[config.mk]
export PLATFORM = sky130hd
export DESIGN_NAME = uart_tx_queue
export DESIGN_NICKNAME = d
export VERILOG_FILES = /design/src/rtl/uart_tx_queue_pkg.sv /design/src/rtl/uart_tx_queue_fifo_mem.sv /design/src/rtl/uart_tx_queue.sv
export SDC_FILE = /design/constraint.sdc
export NUM_CORES = 1
export LEC_CHECK = 0
export ABC_AREA = 1
export BUFFER_PORTS_ARGS = -buffer_cell sky130_fd_sc_hd__buf_4
export CAP_MARGIN = 20
export CORE_MARGIN = 2
export CORE_UTILIZATION = 35
export DETAILED_ROUTE_END_ITERATION = 10
export GPL_TIMING_DRIVEN = 0
export SETUP_SLACK_MARGIN = 0.02
export SLEW_MARGIN = 20
export SYNTH_ARGS = -nofsm -noshare
export SYNTH_HDL_FRONTEND = slang
export SYNTH_SLANG_ARGS = --single-unit
[constraint.sdc]
create_clock -name clk -period 3.1 [get_ports clk]
set_clock_uncertainty 0.1 [all_clocks]
set_input_delay 0.155 -clock clk [delete_from_list [all_inputs] [get_ports clk]]
set_output_delay 0.155 -clock clk [all_outputs]
set_load 0.02 [all_outputs]
[src/rtl/uart_tx_queue_pkg.sv]
// ----------------------------------------------------------------------------
// uart_tx_queue_pkg
//   Shared definitions for the MIPS150 UART transmit queue.
//   - Memory-map addresses of the UART TX data and control registers.
//   - Default queue geometry used by the memory-map decode and the queue.
//   - Byte type and the output-register load-source enumeration.
//   - Helper that forms the UART control/status word seen by the CPU.
// ----------------------------------------------------------------------------
package uart_tx_queue_pkg;

   localparam logic [31:0] UART_CTRL_ADDR    = 32'h8000_0000;
   localparam logic [31:0] UART_TX_DATA_ADDR = 32'h8000_0008;

   localparam int TXQ_DEPTH     = 16;
   localparam int TXQ_ADDR_BITS = 4;
   localparam int TXQ_DATA_W    = 8;

   typedef logic [TXQ_DATA_W-1:0] txq_byte_t;

   // Where the output register takes its next value from in a given cycle.
   typedef enum logic [1:0] {
      OB_HOLD      = 2'd0,  // UART has not taken the current byte
      OB_FROM_FIFO = 2'd1,  // refill from the head of the FIFO
      OB_BYPASS    = 2'd2,  // FIFO empty: store goes straight to the output
      OB_DRAIN     = 2'd3   // nothing to send: output becomes invalid
   } ob_src_e;

   // Control/status word: bit 0 is "TX ready" (queue not full),
   // bit 1 is "RX data valid" from the receiver side.
   function automatic logic [31:0] uart_ctrl_word(input logic tx_full,
                                                  input logic rx_valid);
      return {30'd0, rx_valid, ~tx_full};
   endfunction

endpackage

[src/rtl/uart_tx_queue_fifo_mem.sv]
// ----------------------------------------------------------------------------
// tx_fifo_mem
//   DEPTH x 8 storage for the UART transmit queue. One synchronous write
//   port and one asynchronous read port, so it maps onto distributed RAM.
//   Contents are not reset; the pointer logic in the parent decides which
//   entries are meaningful.
// Ports
//   i_clk      clock
//   i_wr_en    write strobe
//   i_wr_addr  write address
//   i_wr_data  write byte
//   i_rd_addr  read address
//   o_rd_data  byte at i_rd_addr (combinational)
// ----------------------------------------------------------------------------
module tx_fifo_mem
   import uart_tx_queue_pkg::*;
#(
   parameter int DEPTH     = TXQ_DEPTH,
   parameter int ADDR_BITS = TXQ_ADDR_BITS
) (
   input  logic                 i_clk,
   input  logic                 i_wr_en,
   input  logic [ADDR_BITS-1:0] i_wr_addr,
   input  txq_byte_t            i_wr_data,
   input  logic [ADDR_BITS-1:0] i_rd_addr,
   output txq_byte_t            o_rd_data
);

   txq_byte_t r_mem [DEPTH];

   always_ff @(posedge i_clk) begin
      if (i_wr_en) begin
         r_mem[i_wr_addr] <= i_wr_data;
      end
   end

   assign o_rd_data = r_mem[i_rd_addr];

endmodule

[src/rtl/uart_tx_queue.sv]
// ----------------------------------------------------------------------------
// uart_tx_queue
//   Byte queue between the CPU store path to the UART TX data register and
//   the UART transmitter. A DEPTH-entry FIFO feeds a one-byte output
//   register that drives the transmitter handshake, for a total capacity of
//   DEPTH+1 bytes. The CPU only needs to stall when the FIFO is full.
// Ports
//   clk          clock (only clock)
//   rst          synchronous, active-high reset
//   wr_en        CPU store of one byte
//   wr_data      byte to send
//   full         FIFO holds DEPTH bytes; further writes are dropped
//   count        bytes held in the FIFO (output register excluded)
//   ovf          sticky flag: a write was dropped while full
//   ovf_clr      clears ovf (a same-cycle drop wins)
//   tx_idle      FIFO and output register both empty
//   DataIn       byte presented to the transmitter
//   DataInValid  DataIn holds a valid byte
//   DataInReady  transmitter accepts DataIn at this posedge
// ----------------------------------------------------------------------------
module uart_tx_queue
   import uart_tx_queue_pkg::*;
#(
   parameter int DEPTH     = TXQ_DEPTH,
   parameter int ADDR_BITS = TXQ_ADDR_BITS
) (
   input  logic                 clk,
   input  logic                 rst,
   input  logic                 wr_en,
   input  logic [7:0]           wr_data,
   output logic                 full,
   output logic [ADDR_BITS:0]   count,
   output logic                 ovf,
   input  logic                 ovf_clr,
   output logic                 tx_idle,
   output logic [7:0]           DataIn,
   output logic                 DataInValid,
   input  logic                 DataInReady
);

   localparam logic [ADDR_BITS:0] PTR_ONE = (ADDR_BITS+1)'(1);

   // Pointers carry one extra wrap bit so full and empty are distinguishable.
   logic [ADDR_BITS:0] r_rd_ptr;
   logic [ADDR_BITS:0] r_wr_ptr;
   logic [ADDR_BITS:0] w_rd_ptr_nxt;
   logic [ADDR_BITS:0] w_wr_ptr_nxt;

   txq_byte_t r_ob;
   txq_byte_t w_ob_nxt;
   logic      r_ob_vld;
   logic      w_ob_vld_nxt;
   logic      r_ovf;
   logic      w_ovf_nxt;

   txq_byte_t w_mem_rdata;
   logic      w_empty;
   logic      w_full;
   logic      w_ob_loadable;
   logic      w_push;
   logic      w_pop;
   logic      w_drop;
   ob_src_e   w_ob_src;

   // ------------------------------------------------------------------
   // Storage
   // ------------------------------------------------------------------
   tx_fifo_mem #(
      .DEPTH     (DEPTH),
      .ADDR_BITS (ADDR_BITS)
   ) u_mem (
      .i_clk     (clk),
      .i_wr_en   (w_push),
      .i_wr_addr (r_wr_ptr[ADDR_BITS-1:0]),
      .i_wr_data (wr_data),
      .i_rd_addr (r_rd_ptr[ADDR_BITS-1:0]),
      .o_rd_data (w_mem_rdata)
   );

   // ------------------------------------------------------------------
   // Status from registered pointers only. Because full is not relaxed by
   // a same-cycle pop, a write in a full cycle is always dropped.
   // ------------------------------------------------------------------
   always_comb begin
      w_empty       = (r_rd_ptr == r_wr_ptr);
      w_full        = (r_rd_ptr[ADDR_BITS] != r_wr_ptr[ADDR_BITS]) &&
                      (r_rd_ptr[ADDR_BITS-1:0] == r_wr_ptr[ADDR_BITS-1:0]);
      // The output register may take a new byte if it is empty, or if the
      // transmitter is taking the current one this cycle.
      w_ob_loadable = ~r_ob_vld | DataInReady;
   end

   // ------------------------------------------------------------------
   // Output register source selection
   // ------------------------------------------------------------------
   always_comb begin
      w_ob_src = OB_HOLD;
      if (w_ob_loadable) begin
         if (!w_empty) begin
            w_ob_src = OB_FROM_FIFO;
         end else if (wr_en) begin
            w_ob_src = OB_BYPASS;
         end else begin
            w_ob_src = OB_DRAIN;
         end
      end
   end

   // ------------------------------------------------------------------
   // FIFO push/pop and next-state
   // ------------------------------------------------------------------
   always_comb begin
      w_pop  = (w_ob_src == OB_FROM_FIFO);
      // A bypassed byte goes straight to the output and never enters
      // the FIFO; otherwise any accepted write is pushed, including one
      // that coincides with a pop.
      w_push = wr_en && !w_full && (w_ob_src != OB_BYPASS);
      w_drop = wr_en && w_full;

      w_rd_ptr_nxt = w_pop  ? (r_rd_ptr + PTR_ONE) : r_rd_ptr;
      w_wr_ptr_nxt = w_push ? (r_wr_ptr + PTR_ONE) : r_wr_ptr;

      w_ob_nxt     = r_ob;
      w_ob_vld_nxt = r_ob_vld;
      case (w_ob_src)
         OB_FROM_FIFO: begin
            w_ob_nxt     = w_mem_rdata;
            w_ob_vld_nxt = 1'b1;
         end
         OB_BYPASS: begin
            w_ob_nxt     = wr_data;
            w_ob_vld_nxt = 1'b1;
         end
         OB_DRAIN: begin
            // DataIn keeps its last value; only the valid flag drops.
            w_ob_vld_nxt = 1'b0;
         end
         default: begin
            w_ob_nxt     = r_ob;
            w_ob_vld_nxt = r_ob_vld;
         end
      endcase

      // Setting the overflow flag takes priority over clearing it.
      if (w_drop) begin
         w_ovf_nxt = 1'b1;
      end else if (ovf_clr) begin
         w_ovf_nxt = 1'b0;
      end else begin
         w_ovf_nxt = r_ovf;
      end
   end

   // ------------------------------------------------------------------
   // State registers
   // ------------------------------------------------------------------
   always_ff @(posedge clk) begin
      if (rst) begin
         r_rd_ptr <= '0;
         r_wr_ptr <= '0;
         r_ob     <= '0;
         r_ob_vld <= 1'b0;
         r_ovf    <= 1'b0;
      end else begin
         r_rd_ptr <= w_rd_ptr_nxt;
         r_wr_ptr <= w_wr_ptr_nxt;
         r_ob     <= w_ob_nxt;
         r_ob_vld <= w_ob_vld_nxt;
         r_ovf    <= w_ovf_nxt;
      end
   end

   // ------------------------------------------------------------------
   // Outputs (all derived from registers)
   // ------------------------------------------------------------------
   assign full        = w_full;
   assign count       = r_wr_ptr - r_rd_ptr;
   assign ovf         = r_ovf;
   assign tx_idle     = w_empty && !r_ob_vld;
   assign DataIn      = r_ob;
   assign DataInValid = r_ob_vld;

endmodule
==> metrics.txt <==
outcome=completed; H-tree depth=4; wirelength, routed=15.04 mm; Site Rows=50; crit path launch=r_rd_ptr[2]$_SDFFE_PP0N_; core area=18580 um^2; critical path cell sequence=inv_1 -> ha_1 -> nand4_2 -> nor2_1 -> inv_1 -> o22ai_1 -> ha_1 -> clkinv_1 -> buf_4 -> nand3_1 -> nand2_1 -> a21oi_2; setup tns final=0 ns; total number of vias=4513; dpl cells=883; GR Layer Usage met3=4.484%; Main synth FF type=edfxtp_1; CTS tree=yes; critical-path cell with the highest stage delay=dfxtp_1; final net count=705; r2r startpoint=r_rd_ptr[2]$_SDFFE_PP0N_; crit start category=register; antenna-violating nets left=0; Post-Synthesis Cells=620; Avg Inst Size Synth=10.59 um^2; HP Start=wr_data[2]; max_cap viols=0; Initial Util=35.33%; final number of max-transition violations=0; Final period util=90.01%; largest cells by area after synthesis=edfxtp_1, nand2_1, dfxtp_1; clk buf depth=2; Leak=3.031 nW; drt wl/cell=16.26 um; met1 usage=21.05%; number of synthesized flops with an enable pin=128; cell taking the most area after synthesis=edfxtp_1; initial antenna violation count=0; Layout area overhead=20.51%; width of the chip=140.9 um; Achievable Freq=358.4 MHz; final hold vios=0; CP max FO=10; vias per cell=4.879; worst vdd ir=0.0006290 V; CP peak stage delay=0.40 ns; global-route wire length before repair=24.01 mm; Ant. Diodes=0; Slew @ Worst Pin=0.6689 ns; Synth top area share=58.56%; Top delay family on crit path=adder cells; post-synthesis async set-or-reset flop share=0%; Die Ht=140.9 um; final instance area=7910 um^2; Worst Setup End Kind=register; Worst Hold Class=in -> reg; net count after synthesis=647; Clock Tree Root=clkbuf_16; register area share after synthesis=65.88%; critical path data required time=3.36 ns; Die ar.=19870 um^2; GP Congestion=0.8975; DP Wirelength=10.34 mm; fin util=42.57%; GRT Overall Usage=16.09%; area of placed instances=7074 um^2; vias in the first global route=4456; I/O pins=30; DRT iter0 DRCs=371; largest net degree at the start of global routing=18; Hold WS=0.01627 ns; final setup fails=0; number of fill cells=1711; cts bufs inserted=17; share of cells above drive strength 1=17.51%; Worst Path Arrival=3.05 ns; worst path bufs/invs=4; Pwr Density=886.3 nW/um^2; Yosys reg bits=152; Worst slew margin=55.41%; most common cell in the netlist=nand2_1; Reg clk slew, reported paths=0.06 ns; unrepaired setup endpoints after global routing=false; Synth cell types=36; Finished Layout Cells=925; Worst-Skew Late Latency=0.43 ns; Setup CP Type=reg -> reg; M2 GR Usage=25.39%; Mapped Area=6564 um^2; crit path time final=2.790 ns; I/O Buffers=29; DRC=0; GR peak layer=met2; synth cell count leaders=nand2_1, edfxtp_1, nand3_1; CTS Sinks=152; GRT overflow=0; YS warnings=0; Initial DRT Pass Iterations=5
## power by group
group / leakage, nW / total (mW) / internal (mW) / switching [mW]
registers: 1.35 / 2.43 / 2.36 / 0.0735
logic: 1.39 / 2.58 / 0.920 / 1.66
clock network: 0.286 / 1.99 / 1.20 / 0.792
total: 3.03 / 7.01 / 4.48 / 2.53
## layout make-up
cell class                 instances  area (um^2)  share of cell area [%]
sequential                       152         4324                   54.67
multi-input combinational        416         2074                   26.23
clock buffer                      23        530.5                   6.707
timing repair buffer              39        337.8                   4.271
tap                              234        292.8                   3.701
buffer                            27        197.7                   2.499
inverter                          25        93.84                   1.186
clock inverter                     9        58.81                  0.7434
## cell usage in the layout, fill, tap and decap left out, drive strengths merged
| cell type | count |
|---|---|
| o21ai | 6 |
| nand4 | 3 |
| o21bai | 1 |
| nand3 | 90 |
| ha | 13 |
| buf | 54 |
| fa | 1 |
| clkbuf | 27 |
| nand2 | 228 |
| a31oi | 1 |
| xnor2 | 2 |
| dlygate4sd3 | 8 |
| nor4 | 1 |
| clkinv | 5 |
| nor2 | 46 |
| inv | 26 |
| nor3 | 2 |
| a211oi | 1 |
| o22ai | 1 |
| a21oi | 18 |
| clkinvlp | 3 |
| xor2 | 2 |
| dfxtp | 24 |
| edfxtp | 128 |
## layer usage
| metal | vias up | share of wire (%) | routed length (um) |
|---|---|---|---|
| li1 | 2214 | - | - |
| met1 | 2124 | 44 | 6659 |
| met2 | 148 | 46 | 6988 |
| met3 | 27 | 5.9 | 890 |
| met4 | 0 | 3.4 | 505 |
| met5 | - | 0 | 0 |
## worst paths after layout
kind	endpoint	slack, ns	cells past startpoint
setup / recovery	DataIn[2]$_SDFFE_PP0P_	0.31	12
hold / removal	u_mem.r_mem[5][2]$_DFFE_PP_	0.02	1
setup reg to reg	DataIn[2]$_SDFFE_PP0P_	0.31	12
hold reg to reg	DataIn[6]$_SDFFE_PP0P_	0.37	2
## what timing repair did
action | CTS | global route
pin swaps | 0 | 2
hold buffers | 8 | 0
endpoints found under the setup margin | 104 | 129
setup buffers | 0 | 2
hold endpoints to repair | 87 | 0
gates resized for setup | 9 | 27
## cells by family (layout without fill, tap and decap cells)
group,Yosys count,after routing,share of synthesized area [%]
xor gates and xnor gates,4,4,0.6483
adders and majority gates,14,14,2.783
and+or+nand+nor,370,370,23.68
DFF,152,152,65.88
AOI/OAI and AO/OA,28,28,2.593
buffers and inverters,52,123,4.422
## state kept, by name, indices dropped and copies added, names as in the netlist, named ones only
name and flops:
r_wr_ptr 5, DataIn 8, DataInValid 1, r_rd_ptr 5, ovf 1, u_mem.r_mem 128
## per-stage QoR
step	worst slack, ns	total power, mW
after detailed placement	-0.2025	4.970
after global routing	0.02784	7.452
after global placement	-0.08675	4.932
after floorplan	0.4395	4.194
after CTS	-0.1679	6.982
final	0.3098	7.011
## worst reg2reg max path: cells and delay by family, from the launching register on
family | cells | cell delay [ns]
adders and majority gates | 2 | 0.65
buffers and inverters | 4 | 0.64
and+or+nand+nor | 4 | 0.59
DFF | 1 | 0.40
AOI/OAI and AO/OA | 2 | 0.35
Power figures use the tool's default switching activity.
